**src/rtl/bta_serial_reduce_ctrl.sv**
```systemverilog
// Time-multiplexed multi-operand adder: loads N operands, then reduces them
// pairwise through one shared W-bit adder in binary-tree order, level by level.
module bta_serial_reduce_ctrl #(
    parameter int unsigned N = 16,
    parameter int unsigned M = 16,
    localparam int unsigned W = M + $clog2(N),
    localparam int unsigned LW = ($clog2(N) > 1) ? $clog2(N) : 1
) (
    input  logic          clk,
    input  logic          rst,
    input  logic          in_valid,
    output logic          in_ready,
    input  logic [M-1:0]  in_data,
    output logic          out_valid,
    input  logic          out_ready,
    output logic [W-1:0]  out_sum,
    output logic          busy,
    output logic [LW-1:0] level
);

    typedef enum logic [1:0] {
        ST_LOAD   = 2'd0,
        ST_REDUCE = 2'd1,
        ST_DONE   = 2'd2
    } state_t;

    state_t state_q, state_nxt;

    logic [W-1:0]  opbuf_q [N];
    logic [LW-1:0] cnt_q;
    logic [LW-1:0] k_q;
    logic [LW-1:0] lvl_q;

    logic [LW-1:0] lo_idx_c;
    logic [LW-1:0] hi_idx_c;
    logic [W-1:0]  sum_c;
    logic          last_pair_c;
    logic          last_level_c;
    logic          load_last_c;

    // Pair k of the current level reads entries 2k and 2k+1 and writes entry k.
    assign lo_idx_c     = LW'({1'b0, k_q} << 1);
    assign hi_idx_c     = lo_idx_c | LW'(1);
    assign sum_c        = opbuf_q[lo_idx_c] + opbuf_q[hi_idx_c];
    assign last_pair_c  = (k_q == LW'((N >> (lvl_q + LW'(1))) - 1));
    assign last_level_c = (lvl_q == LW'(LW - 1));
    assign load_last_c  = in_valid && (cnt_q == LW'(N - 1));
    assign level        = lvl_q;

    always_ff @(posedge clk or posedge rst) begin
        if (rst) begin
            state_q <= ST_LOAD;
        end else begin
            state_q <= state_nxt;
        end
    end

    always_comb begin
        state_nxt = state_q;
        case (state_q)
            ST_LOAD: begin
                if (load_last_c) begin
                    state_nxt = ST_REDUCE;
                end
            end
            ST_REDUCE: begin
                if (last_pair_c && last_level_c) begin
                    state_nxt = ST_DONE;
                end
            end
            ST_DONE: begin
                if (out_ready) begin
                    state_nxt = ST_LOAD;
                end
            end
            default: state_nxt = ST_LOAD;
        endcase
    end

    // Datapath, counters and registered handshake/status outputs.
    always_ff @(posedge clk or posedge rst) begin
        if (rst) begin
            for (int i = 0; i < int'(N); i++) begin
                opbuf_q[i] <= '0;
            end
            cnt_q     <= '0;
            k_q       <= '0;
            lvl_q     <= '0;
            out_sum   <= '0;
            out_valid <= 1'b0;
            in_ready  <= 1'b1;
            busy      <= 1'b0;
        end else begin
            in_ready <= (state_nxt == ST_LOAD);
            busy     <= (state_nxt != ST_LOAD);
            case (state_q)
                ST_LOAD: begin
                    k_q   <= '0;
                    lvl_q <= '0;
                    if (in_valid) begin
                        opbuf_q[cnt_q] <= W'(in_data);
                        cnt_q          <= cnt_q + LW'(1);
                    end
                end
                ST_REDUCE: begin
                    opbuf_q[k_q] <= sum_c;
                    if (last_pair_c) begin
                        k_q <= '0;
                        if (last_level_c) begin
                            out_sum   <= sum_c;
                            out_valid <= 1'b1;
                            lvl_q     <= '0;
                        end else begin
                            lvl_q <= lvl_q + LW'(1);
                        end
                    end else begin
                        k_q <= k_q + LW'(1);
                    end
                end
                ST_DONE: begin
                    if (out_ready) begin
                        out_valid <= 1'b0;
                    end
                end
                default: ;
            endcase
        end
    end

endmodule

```
**config.mk**
```make
export PLATFORM = sky130hd
export DESIGN_NAME = bta_serial_reduce_ctrl
export DESIGN_NICKNAME = d
export VERILOG_FILES = /design/src/rtl/bta_serial_reduce_ctrl.sv
export SDC_FILE = /design/constraint.sdc
export NUM_CORES = 1
export LEC_CHECK = 0
export CORE_MARGIN = 2
export CORE_UTILIZATION = 30
export DETAILED_ROUTE_END_ITERATION = 16
export GPL_ROUTABILITY_DRIVEN = 0
export GPL_TIMING_DRIVEN = 0
export HOLD_SLACK_MARGIN = 0.02
export PLACE_DENSITY_LB_ADDON = 0.1
export SLEW_MARGIN = 10
export SYNTH_ARGS = -nofsm -noshare
export SYNTH_HDL_FRONTEND = slang
export SYNTH_SLANG_ARGS = --single-unit
```
**constraint.sdc**
```tcl
create_clock -name clk -period 11.9 [get_ports clk]
set_input_delay 1.19 -clock clk [delete_from_list [all_inputs] [get_ports clk]]
set_output_delay 1.19 -clock clk [all_outputs]
set_load 0.005 [all_outputs]
```
==> flow_summary.json, run 1 <==
{
  "cts_tree": "built",
  "die_h_um": 253,
  "critPathTopFamily": "buffers and inverters",
  "max-slew-margin-rel": 0.272,
  "ys_ff_latch": 357,
  "die-area_um2": 63800,
  "cap_violations": 0,
  "start_util": 0.302,
  "portBuffers": 43,
  "ios": 47,
  "yosys_most_used_dff": "dfrtp_1",
  "worst_ep_required_time_ns": 12.33,
  "synth_edf_count": 0,
  "clk_pin_slew_worst_paths_ns": 0.06,
  "vias_per_cell": 5.67,
  "hp-class": "flip-flop to flip-flop",
  "area_growth_pct": 15.8,
  "synth_fp_nets": 1758,
  "crit_chain": "buf_2 > clkbuf_1 > buf_1 > mux4_2 > mux2i_1 > inv_1 > ha_1 > a211oi_2 > o211ai_2 > a41oi_2 > o21ai_1 > xnor2_1 > clkbuf_1 > o21ai_0",
  "drc": 0,
  "hpwl_mm": 56.5,
  "rows": 91,
  "wirelength_mm": 73.3,
  "ys_seq_area_frac": 0.482,
  "critPathKind": "flip-flop to flip-flop",
  "startpoint_type": "flip-flop",
  "setup_violations": 0,
  "grt_max_degree": 97,
  "postSynthCellCount": 1704,
  "worst_slew_pin_slew_ns": 1.09,
  "cts_max_path_buffers": 3,
  "grt_remaining_overflow": 0,
  "ant_nets": 0,
  "status": "finished clean",
  "drtPass1Iterations": 5,
  "cpPeakStageDelay_ns": 0.81,
  "grt_pass1_vias": 14800,
  "max_freq_mhz": 156,
  "cp.buffers_inverters": 5,
  "layout.nets": 1851,
  "syn_area_per_cell_um2": 10.9,
  "worstPathArrival_ns": 6.85,
  "fill_cells": 6245,
  "antenna_found_initial": 3,
  "post_cts_buffers": 0,
  "htree_levels": 2,
  "insertedDiodeCount": 0,
  "cp_slowest_cell": "xnor2_1",
  "seq_area_um2": 8930,
  "grt_first_pass_wirelength_mm": 107,
  "cts_resized": 0,
  "coreArea_um2": 61400,
  "cts_buffers": 45,
  "cts-root-buf": "clkbuf_16",
  "crit_path_end_kind": "flip-flop",
  "die-width_um": 253,
  "finClkSkew_ns": 0.0328,
  "fin_crit_ns": 6.41,
  "syn_area_um2": 18500,
  "worstPathMaxFanout": 10,
  "fin_crit_sh": 0.539,
  "wl_per_cell_um": 28.0,
  "path_common_cell": "clkbuf_1",
  "finalHoldViolCount": 0,
  "yosys_warnings": 0,
  "drive_gt1_frac": 0.138,
  "drt_iter0_markers": 1208,
  "clock_latency_ns": 0.60,
  "finalSetupTns_ns": 0,
  "slew_violations": 0,
  "cts_hold_buf": 0,
  "vias": 14800,
  "cts.sinks": 357,
  "grtUsageTotal": 0.232,
  "rsz0062_at_grt": "no",
  "async_flop_share": 1.00,
  "ys_types": 70,
  "multi_input_area_um2": 8800
}
Yosys cell counts, drive strengths merged, types with 3 or more instances:
cell    number  area (um2)
a32oi       49         429
xnor2       14         145
a21boi      15         113
o22ai        9        56.3
a21o         7        52.6
a22o        32         280
a31oi        6        58.8
nor2        31         116
inv         17        63.8
mux2        40         450
and3        22         138
a22oi      179        1340
xor2         9        86.3
nand3       44         220
nor2b        6        37.5
nand4        3        18.8
dfrtp      356        8910
clkbuf     125         470
or4          3        22.5
and2        33         206
mux2i        3        30.0
o21ai      291        1490
nand2      135         507
nor3         8        40.0
buf         52         259
ha          33         413
nand2b       4        25.0
mux4        80        1800
o21a         7        60.1
a21oi       42         214
or2          3        18.8
o211ai      22         170
cells by family (layout without fill, tap and decap cells):
| logic type | count (synthesis) | in the layout | share of synthesized area |
|---|---|---|---|
| compound gates | 674 | 674 | 0.239 |
| flops | 357 | 357 | 0.482 |
| xor+xnor | 23 | 23 | 0.0125 |
| simple gates | 299 | 299 | 0.0767 |
| mux | 123 | 123 | 0.123 |
| buf+inv | 194 | 319 | 0.0428 |
| fa+ha+maj | 34 | 34 | 0.0234 |
metrics by stage:
step / hold slack (ns) / util / cells / setup WS, ns / cell area [um2]
4_1_cts: 0.481 / 0.350 / 2619 / 5.36 / 21500
6_report: 0.480 / 0.350 / 2619 / 5.49 / 21500
3_3_place_gp: 0.459 / 0.325 / 2537 / -4.81 / 19900
5_1_grt: 0.495 / 0.350 / 2619 / 5.16 / 21500
2_1_floorplan: 0.445 / - / 1704 / 0.806 / 18500
3_5_place_dp: 0.467 / 0.326 / 2540 / 5.36 / 20000
final timing paths:
check | slack [ns] | startpoint | endpoint | cells past startpoint
max | 5.49 | k_q[1] | opbuf_q[73] | 14
min | 0.48 | opbuf_q[20] | opbuf_q[20] | 2
max reg2reg | 5.49 | k_q[1] | opbuf_q[73] | 14
min reg2reg | 0.48 | opbuf_q[20] | opbuf_q[20] | 2
max in group asynchronous | 9.37 | rst | opbuf_q[118] | 4
min in group asynchronous | 1.16 | rst | opbuf_q[129] | 2
worst reg2reg max path: cells and delay by family, from the launching register on:
family                     cells  cell delay, ns
AOI/OAI and AO/OA              5            1.25
xor gates and xnor gates       1            0.81
buffers and inverters          5            2.55
muxes                          2            0.87
DFF                            1            0.45
adders and majority gates      1            0.34
flip-flops by register name (all words and copies together) (netlist names):
signal     flops
opbuf_q      320
out_sum       20
cnt_q          4
k_q            4
level          4
state_q        2
busy           1
in_ready       1
out_valid      1
per-layer routing:
layer	vias to the layer above	GRT usage	share of wire
li1	6671	-	-
met1	7673	0.315	0.44
met2	398	0.387	0.49
met3	101	0.0254	0.041
met4	2	0.0769	0.033
met5	-	0	0.00015
cell type report:
class	instances	area share
inverter	17	0.00332
multi-input combinational	1153	0.410
buffer	177	0.0340
clock buffer	67	0.0610
sequential	357	0.416
tap	790	0.0461
timing repair buffer	46	0.0239
clock inverter	12	0.00531
cells in the final DEF, fill, tap and decap left out, types with 6 or more instances in the layout:
cell type / instances
a22oi_1: 179
mux2_2: 37
mux4_2: 80
buf_2: 33
nand2_1: 135
a22o_1: 32
xnor2_1: 11
nor3_1: 8
and3_1: 22
clkbuf_1: 136
o21a_1: 6
clkinv_2: 7
and2_1: 33
clkbuf_16: 45
clkdlybuf4s50_1: 43
nor2b_1: 6
dfrtp_1: 356
a21oi_1: 41
ha_1: 33
a21o_1: 7
nand3_1: 44
clkbuf_8: 10
buf_1: 15
o22ai_1: 9
a21boi_1: 12
o211ai_1: 21
o21ai_1: 42
xor2_1: 8
o21ai_0: 239
inv_1: 16
nor2_1: 30
o21ai_2: 10
a32oi_1: 49
Power of run 1 is left out: the tool's default activity adds up to more than one toggle a clock period on the data nets, which glitch-free logic cannot reach.
==> inputs of run 2 (changes only) <==
==> constraint.sdc (replaced) <==
create_clock -name clk -period 5.61 [get_ports clk]
set_input_delay 0.561 -clock clk [delete_from_list [all_inputs] [get_ports clk]]
set_output_delay 0.561 -clock clk [all_outputs]
set_load 0.005 [all_outputs]
==> flow_summary.json, run 2 (synthesis gave the netlist of run 1 again) <==
{
  "status": "finished clean",
  "rsz0062_at_grt": "no",
  "die-width_um": 253,
  "fin_crit_ns": 5.44,
  "layout_common_cells": "356 x dfrtp_1, 239 x o21ai_0, 179 x a22oi_1",
  "worstPathMaxFanout": 10,
  "layout.nets": 1863,
  "top_regs": "opbuf_q (320), out_sum (20)",
  "rows": 91,
  "drtPass1Iterations": 5,
  "wirelength_mm": 73.4,
  "grt_remaining_overflow": 0,
  "startpoint_type": "flip-flop",
  "drc": 0,
  "clock_latency_ns": 0.59,
  "cts-root-buf": "clkbuf_16",
  "dr.max_layer_used": "met5",
  "grt_pass1_vias": 14900,
  "wl_per_cell_um": 27.9,
  "ant_nets": 0,
  "cap_violations": 0,
  "finalHoldViolCount": 0,
  "cts_buffers": 45,
  "clk_pin_slew_worst_paths_ns": 0.06,
  "cts.sinks": 357,
  "pre_cts_ws_ns": -0.993,
  "path_common_cell": "buf_2",
  "cts_max_path_buffers": 3,
  "drt_iter0_markers": 1440,
  "portBuffers": 43,
  "cpPeakStageDelay_ns": 0.58,
  "coreArea_um2": 61400,
  "fin_crit_sh": 0.969,
  "m1WireLength_mm": 31.4,
  "finClkSkew_ns": 0.0214,
  "worstRegToRegCells": 14,
  "r2r_start": "k_q[0]",
  "area_growth_pct": 17.9,
  "hpwl_mm": 57.0,
  "start_util": 0.302,
  "final_common_cell": "dfrtp_1",
  "regMostFlops": "opbuf_q",
  "die-area_um2": 63800,
  "crit_chain": "buf_2 > buf_2 > clkbuf_4 > clkbuf_2 > mux4_2 > mux2_2 > ha_1 > a21oi_1 > o211ai_2 > a41oi_2 > o21ai_1 > o311a_2 > buf_2 > a22o_1",
  "insertedDiodeCount": 0,
  "post_dp_cell_area_um2": 20200,
  "cts_hold_buf": 0,
  "ios": 47,
  "routed-wl-met2_mm": 35.0,
  "finalSetupTns_ns": 0,
  "grtUsageTotal": 0.233,
  "largest_reg_flops": 320,
  "fill_cells": 6176,
  "cp_slowest_cell": "o311a_2",
  "slew_violations": 0,
  "hp-class": "primary input to async pin",
  "reg2reg_to": "opbuf_q[97]",
  "grt_max_degree": 37,
  "vias_per_cell": 5.72,
  "met3WireLength_mm": 3.31,
  "die_h_um": 253,
  "setup_slack_ns": 0.174,
  "crit_path_end_kind": "flip-flop",
  "drive_gt1_frac": 0.154,
  "grt_first_pass_wirelength_mm": 107,
  "seq_area_um2": 8930,
  "setup_violations": 0,
  "htree_levels": 2,
  "cts_tree": "built",
  "worstPathArrival_ns": 5.89,
  "reg2reg_slack_ns": 0.17,
  "vias": 15000,
  "dp.cells": 2549,
  "worst_ep_required_time_ns": 6.07,
  "antenna_found_initial": 2,
  "multi_input_area_um2": 8860,
  "max-slew-margin-rel": 0.281,
  "worst_slew_pin_slew_ns": 1.07,
  "critPathKind": "flip-flop to flip-flop",
  "max_freq_mhz": 184,
  "stdcell_area_um2": 21800,
  "instances_no_fill": 2631
}
## run 2: how the worst max path moves through the flow
stage / startpoint / end / slack [ns] / depth (start not counted)
2_1_floorplan: rst / busy / 0.27 / 1
3_3_place_gp: rst / opbuf_q[220] / -2.78 / 2
3_5_place_dp: k_q[1] / opbuf_q[113] / -0.99 / 14
4_1_cts: k_q[1] / opbuf_q[93] / -0.03 / 14
5_1_grt: k_q[0] / opbuf_q[97] / 0.03 / 14
6_report: k_q[0] / opbuf_q[97] / 0.17 / 14
## run 2: repair_timing
action,in CTS,in global routing
hold endpoints to repair,0,0
pin swaps,2,1
setup endpoints to repair,241,135
buffers inserted,2,2
resized for setup,14,19
## run 2: cell type report
class / count / area share
sequential: 357 / 0.409
multi-input combinational: 1153 / 0.406
clock buffer: 70 / 0.0642
tap: 790 / 0.0453
buffer: 176 / 0.0349
timing repair buffer: 59 / 0.0343
clock inverter: 9 / 0.00349
inverter: 17 / 0.00309
## run 2: metrics by stage
stage	util	hold slack [ns]
floorplan	-	0.445
global placement	0.325	0.458
detailed placement	0.329	0.465
CTS	0.355	0.399
global route	0.356	0.450
finish	0.356	0.410
## run 2: critical path, delay by kind of cell, from the launching register on
kind	cells	cell delay, ns
compound gates	6	1.95
fa+ha+maj	1	0.40
buf+inv	5	1.78
flops	1	0.38
mux	2	0.77
## run 2: routing by layer
metal,track usage,vias up
met5,0,-
met4,0.104,2
met3,0.0262,133
met2,0.381,480
met1,0.311,7737
li1,-,6695
Power of run 2 is left out for the same reason.
==> inputs of run 3 (changes only) <==
--- a/config.mk
+++ b/config.mk
@@ -5,6 +5,7 @@
 export SDC_FILE = /design/constraint.sdc
 export NUM_CORES = 1
 export LEC_CHECK = 0
+export CAP_MARGIN = 30
 export CORE_MARGIN = 2
 export CORE_UTILIZATION = 30
 export DETAILED_ROUTE_END_ITERATION = 16
==> flow_summary.json, run 3 (synthesis gave the netlist of run 1 again) <==
{
  "reg2reg_slack_ns": 0.21,
  "vias_per_cell": 5.70,
  "cts-root-buf": "clkbuf_16",
  "startpoint_type": "flip-flop",
  "drtPass1Iterations": 9,
  "final_common_cell": "dfrtp_1",
  "crit_chain": "buf_2 > buf_2 > clkbuf_4 > clkbuf_2 > mux4_2 > mux2_2 > ha_1 > a21oi_1 > o211ai_2 > a41oi_2 > o21ai_1 > o311a_2 > buf_2 > a22o_1",
  "worstRegToRegCells": 14,
  "area_growth_pct": 17.8,
  "status": "finished clean",
  "antenna_found_initial": 1,
  "largest_reg_flops": 320,
  "hp-class": "primary input to async pin",
  "cap_violations": 0,
  "dp.cells": 2552,
  "max_freq_mhz": 185,
  "layout_common_cells": "356 x dfrtp_1, 239 x o21ai_0, 179 x a22oi_1",
  "layout.nets": 1870,
  "cts_max_path_buffers": 3,
  "cpPeakStageDelay_ns": 0.57,
  "final_util": 0.356,
  "cts_buffers": 45,
  "clock_latency_ns": 0.58,
  "crit_path_end_kind": "flip-flop",
  "grt_first_pass_wirelength_mm": 108,
  "max-slew-margin-rel": 0.324,
  "rsz0062_at_grt": "yes",
  "rows": 91,
  "drt_iter0_markers": 1280,
  "die_h_um": 253,
  "fin_crit_ns": 5.40,
  "top_regs": "opbuf_q (320), out_sum (20)",
  "clk_pin_slew_worst_paths_ns": 0.06,
  "setup_violations": 0,
  "endpoint": "opbuf_q[97]",
  "startpoint": "k_q[0]",
  "die-width_um": 253,
  "coreArea_um2": 61400,
  "drive_gt1_frac": 0.152,
  "r2r_start": "k_q[0]",
  "vias": 15100,
  "cts.sinks": 357,
  "ios": 47,
  "cts_tree": "built",
  "cts_hold_buf": 0,
  "start_util": 0.302,
  "regMostFlops": "opbuf_q",
  "grtUsageTotal": 0.233,
  "portBuffers": 43,
  "grt_max_degree": 37,
  "finalHoldViolCount": 0,
  "hpwl_mm": 57.2,
  "die-area_um2": 63800,
  "instances_no_fill": 2642,
  "slew_violations": 0,
  "worstPathArrival_ns": 5.86,
  "ant_nets": 0,
  "wirelength_mm": 73.2,
  "fin_crit_sh": 0.963,
  "grt_remaining_overflow": 0,
  "htree_levels": 2,
  "drc": 0,
  "worst_slew_pin_slew_ns": 1.01,
  "worst_ep_required_time_ns": 6.07,
  "worstPathMaxFanout": 10,
  "critPathKind": "flip-flop to flip-flop",
  "reg2reg_to": "opbuf_q[97]",
  "wl_per_cell_um": 27.7,
  "grt_pass1_vias": 15000,
  "finClkSkew_ns": 0.0141,
  "path_common_cell": "buf_2",
  "cp_slowest_cell": "o311a_2"
}
[run 3: repair_timing]
| action | 4_1_cts | 5_1_grt |
|---|---|---|
| setup endpoints to repair | 239 | 135 |
| resized for setup | 15 | 9 |
| pin swaps | 2 | 1 |
| setup buffers | 3 | 2 |
[run 3: worst min-delay path by stage]
stage                         to          from  slack, ns  depth (start not counted)
floorplan           opbuf_q[200]  opbuf_q[200]       0.44                          2
global placement     opbuf_q[79]   opbuf_q[79]       0.46                          2
detailed placement  opbuf_q[119]  opbuf_q[119]       0.46                          2
CTS                 opbuf_q[247]           rst       0.40                          2
global route        opbuf_q[247]           rst       0.44                          2
finish               opbuf_q[46]           rst       0.41                          2
[run 3: critical path: cells and delay by family (launching register included)]
family / cells / cell delay [ns]
DFF: 1 / 0.39
buffers and inverters: 5 / 1.74
adders and majority gates: 1 / 0.40
AOI/OAI and AO/OA: 6 / 1.94
muxes: 2 / 0.75
[run 3: stage by stage]
| step | cell area [um2] | setup slack, ns | setup TNS [ns] | hold WS [ns] |
|---|---|---|---|---|
| 2_1_floorplan | 18500 | 0.265 | 0 | 0.445 |
| 3_3_place_gp | 19900 | -2.78 | -1061.66 | 0.458 |
| 3_5_place_dp | 20200 | -1.02 | -101.39 | 0.465 |
| 4_1_cts | 21800 | 0.0245 | 0 | 0.399 |
| 5_1_grt | 21800 | -0.000248 | -0.000248 | 0.443 |
| 6_report | 21800 | 0.207 | 0 | 0.407 |
[run 3: final cells by class]
class | count | area, um2
fillers | 6182 | 39500
flip-flops and latches | 357 | 8930
multi-input cells | 1153 | 8860
clock buffers | 71 | 1350
well taps | 790 | 988
repair buffers | 66 | 788
plain buffers | 176 | 756
clock inverters | 11 | 86.3
inverters | 17 | 67.6
diodes | 1 | 2.50
[run 3: per-layer routing]
layer	GRT usage	vias to the layer above	wire length (um)
met5	0	-	8
met4	0.101	2	3110
met3	0.0244	139	3140
met2	0.382	477	35300
met1	0.313	7744	31600
li1	-	6708	-
Power of run 3 is left out for the same reason.
